==> src/rtl/pp_pkg.sv <==
// Path Parser shared definitions: path-word field ranges, hop types, HOP_INFO layout
// and the hop-extract FSM states.
package pp_pkg;

  localparam int PP_META_RCI_NBITS = 16;
  localparam int INITIAL_HOP       = 0;

  // Header word: {rci[31:16], hop_cnt[15:8], cur_ptr[7:0]}
  localparam int HDR_RCI_MSB = 31;
  localparam int HDR_RCI_LSB = 16;
  localparam int HDR_PTR_MSB = 7;
  localparam int HDR_PTR_LSB = 0;

  // Hop word: {type[31:29], rsvd[28:16], rci[15:0]}
  localparam int HOP_TYPE_MSB = 31;
  localparam int HOP_TYPE_LSB = 29;
  localparam int HOP_RCI_MSB  = 15;
  localparam int HOP_RCI_LSB  = 0;

  typedef enum logic [2:0] {
    HOP_NULL                 = 3'd0,
    HOP_START_PROCESS        = 3'd1,
    HOP_END_PROCESS          = 3'd2,
    HOP_START_THREAD_PROCESS = 3'd3,
    HOP_END_THREAD_PROCESS   = 3'd4
  } hop_type_e;

  typedef struct packed {
    logic [2:0]  hop_type;
    logic [15:0] rci;
    logic [7:0]  byte_ptr;
  } hop_info_t;

  localparam int HOP_INFO_NBITS = $bits(hop_info_t);

  typedef enum logic [1:0] {IDLE, SKIP, FILL, DRAIN} pp_state_e;

endpackage

==> src/rtl/pp_hop_side_track.sv <==
// Ownership flag for one ping-pong hop FIFO: BUSY from header accept until pp_sm
// reports parse_done; the FIFO clear pulse coincides with the header accept.
module pp_hop_side_track (
  input  logic clk,
  input  logic rst,
  input  logic hdr_acc,
  input  logic parse_done,
  output logic busy,
  output logic fifo_reset
);

  // The top only accepts a header on a FREE side, so a header accept here always wins.
  always_ff @(posedge clk) begin
    if (rst)             busy <= 1'b0;
    else if (hdr_acc)    busy <= 1'b1;
    else if (parse_done) busy <= 1'b0;
  end

  assign fifo_reset = hdr_acc;

endmodule

==> src/rtl/pp_hop_extract.sv <==
// Path Parser front end: emits the target RCI per packet and streams the relevant hop
// descriptors into pp_sm's ping-pong hop FIFOs, alternating FIFO per packet.
module pp_hop_extract
  import pp_pkg::*;
#(
  parameter int IN_W           = 32,
  parameter int HOP_FIFO_DEPTH = 4
) (
  input  logic                         clk,
  input  logic                         rst,
  input  logic                         path_valid,
  output logic                         path_ready,
  input  logic                         path_sop,
  input  logic                         path_eop,
  input  logic [IN_W-1:0]              path_data,
  output logic                         pp_meta_valid,
  output logic [PP_META_RCI_NBITS-1:0] pp_meta_rci,
  output logic                         hop_fifo_reset0,
  output logic                         hop_fifo_reset1,
  output logic                         hop_fifo_wr0,
  output logic                         hop_fifo_wr1,
  output logic [HOP_INFO_NBITS-1:0]    hop_fifo_wdata0,
  output logic [HOP_INFO_NBITS-1:0]    hop_fifo_wdata1,
  input  logic                         hop_fifo_full0,
  input  logic                         hop_fifo_full1,
  input  logic                         parse_done0,
  input  logic                         parse_done1
);

  if (HOP_FIFO_DEPTH != 4) begin : g_depth_chk
    $error("pp_hop_extract: HOP_FIFO_DEPTH must match pp_sm FIFO_DEPTH_NBITS=2");
  end

  localparam logic [7:0] FIRST_IDX = 8'(INITIAL_HOP);

  pp_state_e  state_q, state_d;
  logic       wsel_q, wsel_d;
  logic [7:0] idx_q, start_q, cur_ptr, hdr_start;
  logic [1:0] busy;
  logic       ready, hdr_acc, hop_acc, hop_wr;
  logic       hdr_go, wr_go, full_sel, done_sel;
  hop_info_t  info;

  // Byte offset of hop idx, clamped to the byte_ptr field maximum.
  function automatic logic [7:0] sat_byte_ptr(input logic [7:0] idx);
    logic [9:0] bp;
    bp = {idx, 2'b00};
    return (bp > 10'd255) ? 8'hFF : bp[7:0];
  endfunction

  assign cur_ptr   = path_data[HDR_PTR_MSB:HDR_PTR_LSB];
  assign hdr_start = (cur_ptr == 8'd0) ? 8'd0 : cur_ptr - 8'd1;
  assign full_sel  = wsel_q ? hop_fifo_full1 : hop_fifo_full0;
  assign done_sel  = wsel_q ? parse_done1 : parse_done0;

  always_comb begin
    state_d = state_q;
    wsel_d  = wsel_q;
    ready   = 1'b0;
    hdr_acc = 1'b0;
    hop_acc = 1'b0;
    hop_wr  = 1'b0;
    if (state_q == IDLE) begin
      // Stray non-sop words are dropped; a header waits for its side to be FREE.
      ready = path_sop ? ~busy[wsel_q] : 1'b1;
      if (path_valid && path_sop && !busy[wsel_q]) begin
        hdr_acc = 1'b1;
        if (path_eop) wsel_d  = ~wsel_q;
        else          state_d = (hdr_start == FIRST_IDX) ? FILL : SKIP;
      end
    end else if (path_valid && path_sop) begin
      // Premature header closes the current packet; the word is re-evaluated in IDLE.
      state_d = IDLE;
      wsel_d  = ~wsel_q;
    end else begin
      ready   = (state_q == FILL) ? ~full_sel : 1'b1;
      hop_acc = path_valid & ready;
      hop_wr  = hop_acc & (state_q == FILL) & ~done_sel;
      if (hop_acc && path_eop) begin
        state_d = IDLE;
        wsel_d  = ~wsel_q;
      end else if (state_q == FILL && done_sel) begin
        state_d = DRAIN;
      end else if (hop_acc && state_q == SKIP && (idx_q + 8'd1) == start_q) begin
        state_d = FILL;
      end
    end
  end

  always_ff @(posedge clk) begin
    if (rst) begin
      state_q <= IDLE;
      wsel_q  <= 1'b0;
    end else begin
      state_q <= state_d;
      wsel_q  <= wsel_d;
    end
  end

  always_ff @(posedge clk) begin
    if (hdr_acc) begin
      idx_q   <= FIRST_IDX;
      start_q <= hdr_start;
    end else if (hop_acc && idx_q != 8'hFF) begin
      idx_q <= idx_q + 8'd1;
    end
  end

  assign info = '{hop_type: path_data[HOP_TYPE_MSB:HOP_TYPE_LSB],
                  rci:      path_data[HOP_RCI_MSB:HOP_RCI_LSB],
                  byte_ptr: sat_byte_ptr(idx_q)};

  assign hdr_go = hdr_acc & ~rst;
  assign wr_go  = hop_wr & ~rst;

  assign path_ready      = ready & ~rst;
  assign pp_meta_valid   = hdr_go;
  assign pp_meta_rci     = hdr_go ? path_data[HDR_RCI_MSB:HDR_RCI_LSB] : '0;
  assign hop_fifo_wr0    = wr_go & ~wsel_q;
  assign hop_fifo_wr1    = wr_go & wsel_q;
  assign hop_fifo_wdata0 = hop_fifo_wr0 ? info : '0;
  assign hop_fifo_wdata1 = hop_fifo_wr1 ? info : '0;

  pp_hop_side_track u_side0 (
    .clk        (clk),
    .rst        (rst),
    .hdr_acc    (hdr_go & ~wsel_q),
    .parse_done (parse_done0),
    .busy       (busy[0]),
    .fifo_reset (hop_fifo_reset0)
  );

  pp_hop_side_track u_side1 (
    .clk        (clk),
    .rst        (rst),
    .hdr_acc    (hdr_go & wsel_q),
    .parse_done (parse_done1),
    .busy       (busy[1]),
    .fifo_reset (hop_fifo_reset1)
  );

endmodule

==> config.mk <==
export PLATFORM = sky130hd
export DESIGN_NAME = pp_hop_extract
export DESIGN_NICKNAME = d
export VERILOG_FILES = /design/src/rtl/pp_pkg.sv /design/src/rtl/pp_hop_side_track.sv /design/src/rtl/pp_hop_extract.sv
export SDC_FILE = /design/constraint.sdc
export NUM_CORES = 1
export LEC_CHECK = 0
export ABC_AREA = 1
export ABC_CLOCK_PERIOD_IN_PS = 3900
export BUFFER_PORTS_ARGS = -buffer_cell sky130_fd_sc_hd__buf_2
export CELL_PAD_IN_SITES_DETAIL_PLACEMENT = 1
export CELL_PAD_IN_SITES_GLOBAL_PLACEMENT = 2
export CORE_MARGIN = 1.5
export CORE_UTILIZATION = 22
export DETAILED_ROUTE_END_ITERATION = 7
export GPL_TIMING_DRIVEN = 0
export PLACE_DENSITY = 0.85
export SLEW_MARGIN = 5
export SYNTH_ARGS = -nofsm -noshare
export SYNTH_HDL_FRONTEND = slang
export SYNTH_HIERARCHICAL = 1
export SYNTH_SLANG_ARGS = --single-unit
==> constraint.sdc <==
create_clock -name clk -period 3.9 [get_ports clk]
set_input_delay 0.78 -clock clk [delete_from_list [all_inputs] [get_ports clk]]
set_output_delay 0.78 -clock clk [all_outputs]
set_load 0.02 [all_outputs]
# [Word level (Yosys, flattened, before mapping)]
# Cells that the tools add are included.
[op_classes] bitwise=15 n_addsub=2 n_mux=36 eq_ne=7 reduce_logical=17 order_cmp=2
[op_table] op="two-way mux 27 bit" count=2
[op_table] op="two-way mux 1 bit" count=23
[op_table] op="logical NOT 8 bit" count=2
[op_table] op="two-way mux 16 bit" count=1
[op_table] op="two-way mux 2 bit" count=8
[op_table] op="two-way mux 8 bit" count=2
[op_table] op="AND 1 bit" count=10
[op_table] op="greater-than comparator 10 x 8 -> 1 bit, second input constant" count=1
[op_table] op="adder 8 x 1 -> 8 bit, second input constant" count=1
[op_table] op="equality test 8 bit" count=1
[op_table] op="inequality test 8 bit, second input constant" count=1
[op_table] op="subtractor 8 x 1 -> 8 bit, second input constant" count=1
[op_table] op="logical AND 1 bit" count=7
[op_table] op="AND reduction 3 bit" count=2
[op_table] op="inverter 1 bit" count=5
[op_table] op="nonzero test 5 bit" count=1
[op_table] op="inequality test 2 bit, second input constant" count=2
[op_table] op="nonzero test 2 bit" count=2
[op_table] op="nonzero test 3 bit" count=1
[op_table] op="equality test 2 x 1 -> 1 bit, second input constant" count=1
[op_table] op="equality test 2 bit, second input constant" count=1
[op_table] op="logical NOT 2 bit" count=1
[op_table] op="less-than comparator 1 x 2 -> 1 bit, second input constant" count=1
[op_table] op="inequality test 2 x 1 -> 1 bit, second input constant" count=1
[op_table] op="logical NOT 1 bit" count=1
[totals] regBits=21 elab_cells=85 output_inout_bits=76 inputBits=41

# [Depth between registers and ports, before layout]
# Gate-level depths: netlist (run 1).
[logic_depth] word_depth=11 ltp_mapped=14 mapped_depth_nobuf=14

# [Hierarchy]
# Netlist (run 1), hierarchy kept.
[by_module_without_submodules] module="pp_hop_extract" n_inst=1 cells_per_inst=333 area_each_um2=1931.9
[by_module_without_submodules] module="pp_hop_side_track" n_inst=2 cells_per_inst=6 area_each_um2=47.5

# [Worst setup path before layout (run 1)]
# OpenSTA, ideal clock, no wires.
[synth_path] kind="input -> output" startpoint="in path_sop" endpoint="out hop_fifo_wdata0[1]" path_buffers=2 stages=9 t_arrival_ns=1.969 slack_ns=1.151 path_cell_list="nand2_1 inv_1 nor2_1 nand3_2 nor2_4 nand2_4 buf_6 nor2_2 buf_4"
[synth_between] elab_chain_len=6
[synth_rtl] element="start: declaration" line_no="pp_hop_extract.sv:13" source="input logic path_sop,"
[synth_rtl] element="logical AND 1 bit" line_no="pp_hop_extract.sv:71" source="end else if (path_valid && path_sop) begin"
[synth_rtl] element="two-way mux 1 bit" line_no="pp_hop_extract.sv:71"
[synth_rtl] element="two-way mux 1 bit" line_no="pp_hop_extract.sv:63" source="if (state_q == IDLE) begin"
[synth_rtl] element="AND 1 bit" line_no="pp_hop_extract.sv:114" source="assign wr_go = hop_wr & ~rst;"
[synth_rtl] element="AND 1 bit" line_no="pp_hop_extract.sv:119" source="assign hop_fifo_wr0 = wr_go & ~wsel_q;"
[synth_rtl] element="two-way mux 27 bit" line_no="pp_hop_extract.sv:121" source="assign hop_fifo_wdata0 = hop_fifo_wr0 ? info : '0;"
[synth_rtl] element="end: declaration" line_no="pp_hop_extract.sv:22" source="output logic [HOP_INFO_NBITS-1:0] hop_fifo_wdata0,"
# No other way between the ends.

# [Final worst setup path (run 1)]
[layout_path] startpoint="reg wsel_q" endpoint="out pp_meta_rci[9]"
[layout_between] elab_chain_len=8
[layout_rtl] element="start: declaration" line_no="pp_hop_extract.sv:37" source="logic wsel_q, wsel_d;"
[layout_rtl] element="start signal: assignment" line_no="pp_hop_extract.sv:96" source="wsel_q <= wsel_d;"
[layout_rtl] element="two-way mux 1 bit (implied by the code) (2 in a row)" line_no="pp_hop_extract.sv:66" source="if (path_valid && path_sop && !busy[wsel_q]) begin"
[layout_rtl] element="logical NOT 1 bit" line_no="pp_hop_extract.sv:66"
[layout_rtl] element="logical AND 1 bit" line_no="pp_hop_extract.sv:66"
[layout_rtl] element="two-way mux 1 bit" line_no="pp_hop_extract.sv:66"
[layout_rtl] element="two-way mux 1 bit" line_no="pp_hop_extract.sv:63"
[layout_rtl] element="named net hdr_acc" line_no="pp_hop_extract.sv:40" source="logic ready, hdr_acc, hop_acc, hop_wr;"
[layout_rtl] element="AND 1 bit" line_no="pp_hop_extract.sv:113" source="assign hdr_go = hdr_acc & ~rst;"
[layout_rtl] element="two-way mux 16 bit" line_no="pp_hop_extract.sv:118" source="assign pp_meta_rci = hdr_go ? path_data[HDR_RCI_MSB:HDR_RCI_LSB] : '0;"
[layout_rtl] element="end: declaration" line_no="pp_hop_extract.sv:17" source="output logic [PP_META_RCI_NBITS-1:0] pp_meta_rci,"
# The timed path passes the listed nets, and every way through them passes these cells. The select of a mux whose other input is x is not followed.

==> results.yml, run 1 <==
worst_setup_path:
  worst_setup_path_end_kind: "output port"
  reg2reg_depth: 8
  r2r_setup_slack_ps: 1930
  worstSetupStartpointType: "register"
  critPathRequiredTime_ps: 3120
  cp.arrival_ps: 2290
  cp_max_fo: 12
  crit_type: "reg -> out"
sta:
  slew_headroom_pct: 68.0
  worstMarginPinSlew_ps: 479
  hold_viol_final: 0
  fmax_ghz: 0.326
  fin_skew_ps: 3.22
  setup_viol: 0
  rsz0062_at_grt: "false"
  fin_crit_ps: 3070
  tns_ps: 0
  drv_slew: 0
  whs_ps: 485
  finalCritPeriodShare_pct: 78.6
yosys:
  ys_ff_latch: 21
  synth_edf_count: 8
  synth_warnings: 6
  yosys.area.top_type: "nor2_1"
  netlist.area_leader.share_pct: 15.6
  syn_area_per_cell_um2: 5.88
  synth_area_leaders: "nor2_1 16%, inv_1 13%, dfxtp_1 13%"
  synth_cells: 345
  syn_area_mm2: 0.00203
  synth_fp_nets: 388
  ys_types: 33
  ys.flop_type: "dfxtp_1"
  ys_seq_area_share_pct: 24.7
  async_flop_share_pct: 0
pwr:
  p_leak_nw: 1.72
  power.total_mw: 1.10
  cellPowerDensity_mw_per_mm2: 394
  vdd_drop_max_mv: 0.128
place:
  io_buffers: 116
  placed_area_mm2: 0.00274
  hpwl_mm: 5.68
  place_congestion: 0.809
floorplan:
  top_level_ports: 117
  core_area_mm2: 0.00881
  die_x_um: 99.0
  die-area_mm2: 0.00980
  die-height_um: 99.0
  rows: 34
  initial_utilization_pct: 23.0
grt:
  antenna_found_initial: 0
  grt_usage_pct: 13.4
  grt_pass1_vias: 2386
  grt_overflow: 0
  grt_max_degree: 13
  grt_first_pass_wirelength_mm: 10.9
layout:
  drive_gt1_share_pct: 32.9
  fin_nets: 509
  syn2layout_area_growth_pct: 37.5
  insertedDiodeCount: 0
  layout.cell_area.non_filler_mm2: 0.00279
drt:
  drt-total-wl_mm: 6.70
  drt_iter0_markers: 71
  vias_per_cell: 4.29
  wl_per_cell_um: 11.7
  first_pass_iters: 6
  drcViolationCount: 14
  drtAntennaViolNets: 0
  num_vias: 2458
clock_tree:
  clock_latency_ps: 260
  cts_setup_buffers: 0
  cts-root-buf: "clkbuf_8"
  cts_max_path_buffers: 2
  cts_resized: 0
  holdBufCountCts: 0
  clk_pin_slew_ps: 80
  cts_num_sinks: 21
  htreeDepth: 1
  numCtsBuffers: 3
  cts_tree: "built"
min_path:
  hold_depth: 2
  hold_class: "reg -> reg"
outcome:
  outcome: "finished, violations left"
  failed_checks: "design-rule violations"
flow_run:
  drv_cap: 0
per-stage QoR:
stage | std cells | worst slack [ps] | util [%]
floorplan | 345 | 1150 | -
global placement | 569 | 830 | 31.1
detailed placement | 569 | 804 | 31.1
CTS | 573 | 755 | 31.7
global route | 573 | 646 | 31.7
finish | 573 | 833 | 31.7
metal layers:
layer	routed length (um)	track usage, %	vias to the layer above
li1	-	-	1289
met1	2900	15.8	1083
met2	3260	25.1	79
met3	456	1.84	7
met4	89	3.96	0
met5	0	0	-
registers in the layout (all words and copies together) (netlist names):
signal        cells
u_side1/busy      1
state_q           2
start_q           8
idx_q             8
u_side0/busy      1
wsel_q            1
worst paths after layout:
kind                                    from              to
worst max-delay path                  wsel_q  pp_meta_rci[9]
worst min-delay path            u_side1/busy    u_side1/busy
worst max register to register        wsel_q    u_side0/busy
worst min register to register  u_side1/busy    u_side1/busy
area by class of cell:
cell class                 instances  area, um2
buffer                            12        105
clock buffer                       4       45.0
fill                            1206       6020
inverter                          73        277
multi-input combinational        239       1140
sequential                        21        500
tap                              108        135
timing repair buffer             116        581
cell usage in the layout (no fill, tap or decap), types with 2 or more instances in the layout:
cell,count
buf_2,116
nand3_2,2
xor2_1,3
ha_1,2
nor2_2,6
nand2_2,4
buf_4,6
dfxtp_1,13
clkbuf_1,2
inv_2,2
inv_1,70
a21oi_1,26
nand2_4,2
clkbuf_8,3
nand3_1,21
nor2_4,3
o22ai_1,5
buf_6,5
nor2_1,84
nand2_1,63
a21oi_2,2
o21ai_0,5
edfxtp_1,8
logic make-up after synthesis:
kind of cell,synth area share (%)
fa+ha+maj,1.23
flops,24.7
mux,0.494
xor+xnor,2.41
buf+inv,18.8
compound gates,12.2
simple gates,40.1
synth_stat cells (2+ instances only):
library cell,number
a21oi_1,26
a21oi_2,2
buf_4,6
buf_6,5
dfxtp_1,13
edfxtp_1,8
ha_1,2
inv_1,70
inv_2,2
nand2_1,63
nand2_2,4
nand2_4,2
nand3_1,21
nand3_2,2
nor2_1,84
nor2_2,6
nor2_4,3
o21ai_0,5
o22ai_1,5
xor2_1,3
critical path, stage by stage (launching register included):
cell and delay [ps]:
dfxtp_1 330, buf_6 140, mux2i_1 270, nand2_2 200
nor2_4 350, nand2_2 240, buf_4 230, nor2_1 90
buf_2 170
report_power, final:
| group | internal (mW) | leakage (nW) | switching, mW | total, mW |
|---|---|---|---|---|
| clock network | 0.0728 | 0.0228 | 0.0728 | 0.146 |
| registers | 0.293 | 0.182 | 0.0539 | 0.347 |
| logic | 0.205 | 1.51 | 0.401 | 0.607 |
| total | 0.571 | 1.72 | 0.528 | 1.10 |
Power figures use the tool's default switching activity.
==> run 2, diff against run 1 <==
--- a/config.mk
+++ b/config.mk
@@ -5,16 +5,16 @@
 export SDC_FILE = /design/constraint.sdc
 export NUM_CORES = 1
 export LEC_CHECK = 0
-export ABC_AREA = 1
-export ABC_CLOCK_PERIOD_IN_PS = 3900
+export ABC_AREA = 0
+export ABC_CLOCK_PERIOD_IN_PS = 2900
 export BUFFER_PORTS_ARGS = -buffer_cell sky130_fd_sc_hd__buf_2
 export CELL_PAD_IN_SITES_DETAIL_PLACEMENT = 1
 export CELL_PAD_IN_SITES_GLOBAL_PLACEMENT = 2
 export CORE_MARGIN = 1.5
-export CORE_UTILIZATION = 22
+export CORE_UTILIZATION = 23
 export DETAILED_ROUTE_END_ITERATION = 7
 export GPL_TIMING_DRIVEN = 0
-export PLACE_DENSITY = 0.85
+export PLACE_DENSITY = 0.82
 export SLEW_MARGIN = 5
 export SYNTH_ARGS = -nofsm -noshare
 export SYNTH_HDL_FRONTEND = slang
==> constraint.sdc (replaced) <==
create_clock -name clk -period 2.9 [get_ports clk]
set_input_delay 0.58 -clock clk [delete_from_list [all_inputs] [get_ports clk]]
set_output_delay 0.58 -clock clk [all_outputs]
set_load 0.02 [all_outputs]
==> run 2 against run 1 <==
Net effect: the flow now finishes without violations; die area shrank 6.6%; final cell count is 16% lower; synthesized cell count fell by 26%; via count shrank 9.4%; clock skew increased by 4.8 ps; global-route usage up 1.3 points; core utilization rose by 2.1 points; clock-buffer cell count fell by 1; critical endpoint is now hop_fifo_wdata0[17]; non-clock buffer count up 7.
==> results.yml, run 2 <==
grt:
  grt_pass1_vias: 2240
  grt_max_degree: 18
  grt_busiest_layer: "met2"
  grt_overflow: 0
  grt_first_pass_wirelength_mm: 10.6
  grtUsageMet2_pct: 27.6
  grt_use_met3_pct: 2.87
  grt_usage_pct: 14.7
  use_met1_pct: 16.7
  antenna_found_initial: 0
place:
  place_congestion: 0.762
  placed_area_mm2: 0.00268
  hpwl_mm: 5.36
  io_buffers: 115
worst_setup_path:
  critPathRequiredTime_ps: 2320
  worst_setup_path_end_kind: "output port"
  crit_slowest_cell: "or3_4"
  crit_buf_inv: 5
  crit_type: "reg -> out"
  critPathTopFamily: "buffers and inverters"
  cp.arrival_ps: 2180
  worstSetupStartpointType: "register"
  max_stage_delay_ps: 370
  cp_max_fo: 10
  cp_cell_sequence: "buf_6 -> mux2i_4 -> nand4b_1 -> or3_4 -> buf_4 -> inv_4 -> buf_6 -> and2_1 -> buf_4"
yosys:
  netlist.area_leader.share_pct: 16.8
  ys.flop_type: "dfxtp_1"
  yosysMostFrequentCell: "and2_1"
  synth_cells: 256
  syn_area_per_cell_um2: 7.72
  yosys.area.top_type: "and2_1"
  synth_fp_nets: 299
  ys_seq_area_share_pct: 25.3
  synth_edf_count: 8
  ys_ff_latch: 21
  syn_area_mm2: 0.00198
  synth_common_cells: "53 x and2_1, 47 x nor2_1, 13 x dfxtp_1"
  ys_types: 63
  async_flop_share_pct: 0
  synth_warnings: 6
  synth_area_leaders: "and2_1 17%, dfxtp_1 13%, edfxtp_1 12%"
layout:
  reg_top3: "idx_q: 8 flops, start_q: 8 flops, state_q: 2 flops"
  fin_nets: 422
  insertedDiodeCount: 0
  syn2layout_area_growth_pct: 40.9
  drive_gt1_share_pct: 42.1
  nFillCells: 1069
  final_cell_mix: "112 x buf_2, 53 x and2_1, 46 x nor2_1, 14 x buf_4, 12 x dfxtp_1"
  final_common_cell: "buf_2"
  final_util_pct: 33.7
  layout.cell_area.non_filler_mm2: 0.00278
clock_tree:
  numCtsBuffers: 3
  cts-root-buf: "clkbuf_8"
  cts_tree: "built"
  clk_pin_slew_ps: 80
  cts_max_path_buffers: 2
  clock_latency_ps: 270
  htreeDepth: 1
  cts_num_sinks: 21
drt:
  drtAntennaViolNets: 0
  drcViolationCount: 0
  first_pass_iters: 4
  vias_per_cell: 4.61
  wl_per_cell_um: 13.5
  num_vias: 2226
  drt_iter0_markers: 43
  drt-total-wl_mm: 6.50
floorplan:
  core_area_mm2: 0.00826
  top_level_ports: 117
  die_x_um: 95.7
  rows: 33
  die-height_um: 95.7
  die-area_mm2: 0.00915
  initial_utilization_pct: 23.9
pwr:
  clockPowerShare_pct: 27.6
  intPower_uw: 508
  swShare_pct: 30.1
  cellPowerDensity_mw_per_mm2: 261
  vdd_drop_max_mv: 0.134
  p_sw_uw: 219
  seq_power_share_pct: 46.0
  share_comb_of_total_power_pct: 26.4
  p_leak_nw: 1.38
  power.total_uw: 727
sta:
  fmax_ghz: 0.363
  whs_ps: 512
  rsz0062_at_grt: "false"
  fin_skew_ps: 8.05
  finalCritPeriodShare_pct: 95.1
  tns_ps: 0
  worstMarginPinSlew_ps: 787
  slew_headroom_pct: 46.2
  hold_viol_final: 0
  fin_crit_ps: 2760
  drv_slew: 0
  setup_viol: 0
flow_run:
  drv_cap: 0
min_path:
  hold_class: "reg -> reg"
outcome:
  outcome: "complete, no violations"
[run 2: metrics by stage]
stage / instances / setup slack (ps)
5_1_grt: 483 / 5.70
6_report: 483 / 143
3_3_place_gp: 476 / 3.15
4_1_cts: 481 / 16.4
3_5_place_dp: 476 / 6.03
2_1_floorplan: 256 / 412
[run 2: logic make-up after synthesis]
group                    count (synthesis)  synth area share [%]
adder cells (fa/ha/maj)                  2                  1.27
XOR/XNOR                                15                  6.65
flip-flops                              21                  25.3
AO/OA/AOI/OAI                           32                  12.0
multiplexers                             5                  3.29
AND/OR/NAND/NOR                        157                  43.1
buffers and inverters                   24                  8.42
[run 2: routing by layer]
layer / up-vias / share of wire (%) / wire (um)
met5: - / 0 / 0
met4: 0 / 1.1 / 70
met3: 5 / 6.4 / 416
met2: 75 / 52 / 3380
met1: 1044 / 40 / 2630
li1: 1102 / - / -
[run 2: cell type report]
class / count / area, um2 / share of cell area, %
Multi-Input combinational cell: 211 / 1330 / 47.6
Timing Repair Buffer: 118 / 606 / 21.8
Sequential cell: 21 / 502 / 18.0
Buffer: 17 / 143 / 5.12
Tap cell: 105 / 131 / 4.72
Clock buffer: 3 / 41.3 / 1.48
Inverter: 7 / 31.3 / 1.12
Clock inverter: 1 / 5.00 / 0.180
[run 2: worst reg2reg max path, stage by stage, from the launching register on]
cell and delay [ps]:
dfxtp_1 450, ha_1 300, xor2_1 180, or4_4 520, a211oi_2 200, a31oi_1 120
a211o_1 250
[run 2: worst paths after layout]
path	start	cells past startpoint	to	slack [ps]
worst min-delay path	u_side0/busy	2	u_side0/busy	510
worst min register to register	u_side0/busy	2	u_side0/busy	510
worst max register to register	idx_q[0]	6	state_q[0]	780
worst max-delay path	wsel_q	9	hop_fifo_wdata0[17]	140
[run 2: repair_timing]
item | CTS | global route
pin swaps | 1 | 0
gates resized for setup | 3 | 10
setup endpoints to repair | 12 | 26
cloned | 0 | 0
hold buffers | 0 | 0
setup buffers | 1 | 2
[run 2: power by group through the flow]
stage	logic [mW]	registers (mW)	clock network (mW)
2_1_floorplan	0.114	0.338	0
3_3_place_gp	0.179	0.341	0
3_5_place_dp	0.183	0.341	0
4_1_cts	0.188	0.334	0.207
5_1_grt	0.213	0.336	0.215
6_report	0.192	0.334	0.201
==> run 3, diff against run 2 <==
--- a/config.mk
+++ b/config.mk
@@ -14,7 +14,9 @@
 export CORE_UTILIZATION = 23
 export DETAILED_ROUTE_END_ITERATION = 7
 export GPL_TIMING_DRIVEN = 0
+export MAX_ROUTING_LAYER = met4
 export PLACE_DENSITY = 0.82
+export REMOVE_ABC_BUFFERS = 1
 export SLEW_MARGIN = 5
 export SYNTH_ARGS = -nofsm -noshare
 export SYNTH_HDL_FRONTEND = slang
==> run 3 against run 2 <==
Net effect: setup slack improved by 14 ps; global-route usage fell by 1.0 points; sequential power rose by 3%; clock-buffer cell count rose by 1; largest power group unchanged.
==> results.yml, run 3 (synthesized netlist as in run 2, its figures left out) <==
sta:
  finalCritPeriodShare_pct: 94.6
  rsz0062_at_grt: "false"
  worstMarginPinSlew_ps: 695
  tns_ps: 0
  whs_ps: 514
  fin_crit_ps: 2740
  slew_headroom_pct: 52.5
  fmax_ghz: 0.365
  drv_slew: 0
  hold_viol_final: 0
  fin_skew_ps: 3.30
  setup_viol: 0
worst_setup_path:
  crit_slowest_cell: "or3b_4"
  reg2reg_depth: 6
  cp_max_fo: 18
  worstSetupStartpointType: "register"
  r2r_setup_slack_ps: 790
  crit_type: "reg -> out"
  max_stage_delay_ps: 490
  cp_cell_sequence: "mux2i_4 -> nand4b_1 -> or3b_4 -> inv_4 -> and2_1 -> buf_2"
  worst_setup_path_end_kind: "output port"
  crit_cells: 6
  crit_buf_inv: 2
  critPathTopFamily: "simple AND/OR/NAND/NOR gates"
  cp.arrival_ps: 2160
  critPathRequiredTime_ps: 2320
place:
  place_congestion: 0.757
  placed_area_mm2: 0.00255
  placedCellCount: 460
  io_buffers: 116
  hpwl_mm: 4.95
layout:
  final_cell_mix: "116 x buf_2, 53 x and2_1, 46 x nor2_1, 12 x dfxtp_1, 11 x nand2_1"
  final_common_cell: "buf_2"
  final_util_pct: 31.7
  layout.cell_area.non_filler_mm2: 0.00262
  drive_gt1_share_pct: 39.6
  fin_nets: 403
  syn2layout_area_growth_pct: 32.5
  reg_top3: "idx_q: 8 flops, start_q: 8 flops, state_q: 2 flops"
  insertedDiodeCount: 0
  layout.cells.non_filler: 464
outcome:
  outcome: "complete, no violations"
floorplan:
  rows: 33
  top_level_ports: 117
  initial_utilization_pct: 23.9
  die-height_um: 95.7
  die_x_um: 95.7
  core_area_mm2: 0.00826
  die-area_mm2: 0.00915
clock_tree:
  cts-root-buf: "clkbuf_8"
  cts_tree: "built"
  clk_pin_slew_ps: 70
  holdBufCountCts: 0
  htreeDepth: 1
  numCtsBuffers: 3
  cts_num_sinks: 21
  cts_max_path_buffers: 2
  clock_latency_ps: 260
drt:
  drt-total-wl_mm: 6.08
  drtAntennaViolNets: 0
  wl_per_cell_um: 13.1
  vias_per_cell: 4.59
  num_vias: 2132
  drcViolationCount: 0
  drt_iter0_markers: 78
  first_pass_iters: 4
grt:
  grt_overflow: 0
  grt_usage_pct: 13.7
  grt_pass1_vias: 2117
  grt_first_pass_wirelength_mm: 9.74
  antenna_found_initial: 0
  grt_max_degree: 20
pwr:
  seq_power_share_pct: 48.7
  share_comb_of_total_power_pct: 23.7
  p_leak_nw: 1.28
  p_sw_uw: 207
  intPower_uw: 496
  clockPowerShare_pct: 27.6
  cellPowerDensity_mw_per_mm2: 269
  vdd_drop_max_mv: 0.132
  swShare_pct: 29.4
min_path:
  hold_depth: 2
  hold_class: "reg -> reg"
flow_run:
  drv_cap: 0
-- run 3: path summary, 6_finish.rpt --
| kind | start | end |
|---|---|---|
| setup reg to reg | idx_q[0] | state_q[0] |
| hold / removal | u_side1/busy | u_side1/busy |
| setup / recovery | wsel_q | hop_fifo_wdata1[11] |
| hold reg to reg | u_side1/busy | u_side1/busy |
-- run 3: timing repair --
action / 4_1_cts / 5_1_grt
resized for setup: 6 / 2
endpoints found under the setup margin: 57 / 2
setup buffers: 0 / 0
pin swaps: 0 / 0
-- run 3: power by group through the flow --
stage	clock, mW	combinational (mW)	sequential, mW
2_1_floorplan	0	0.0984	0.343
3_3_place_gp	0	0.163	0.347
3_5_place_dp	0	0.166	0.348
4_1_cts	0.200	0.168	0.342
6_report	0.194	0.166	0.343
5_1_grt	0.210	0.182	0.345
-- run 3: layout make-up --
cell class / instances / area (um2)
well taps: 105 / 131
fillers: 1068 / 5640
clock buffers: 4 / 45.0
flip-flops and latches: 21 / 502
inverters: 7 / 30.0
multi-input cells: 211 / 1330
repair buffers: 116 / 581
-- run 3: through the flow --
step                      setup slack [ps]  power, mW
after global placement                -180      0.510
final                                  157      0.703
after detailed placement              -222      0.514
after floorplan                        131      0.441
after CTS                             82.2      0.711
after global routing                  13.5      0.738
-- run 3: tightest hold or removal path, cell delays in order (launching register included) --
cell	delay (ps)
dfxtp_1	330
nand2b_1	90
a21oi_2	50
-- run 3: layer usage --
metal	vias to the layer above	track usage, %	wire (um)
met2	69	25.0	3130
li1	1063	-	-
met4	0	4.66	144
met3	8	1.44	200
met1	992	15.5	2610
met5	-	-	0
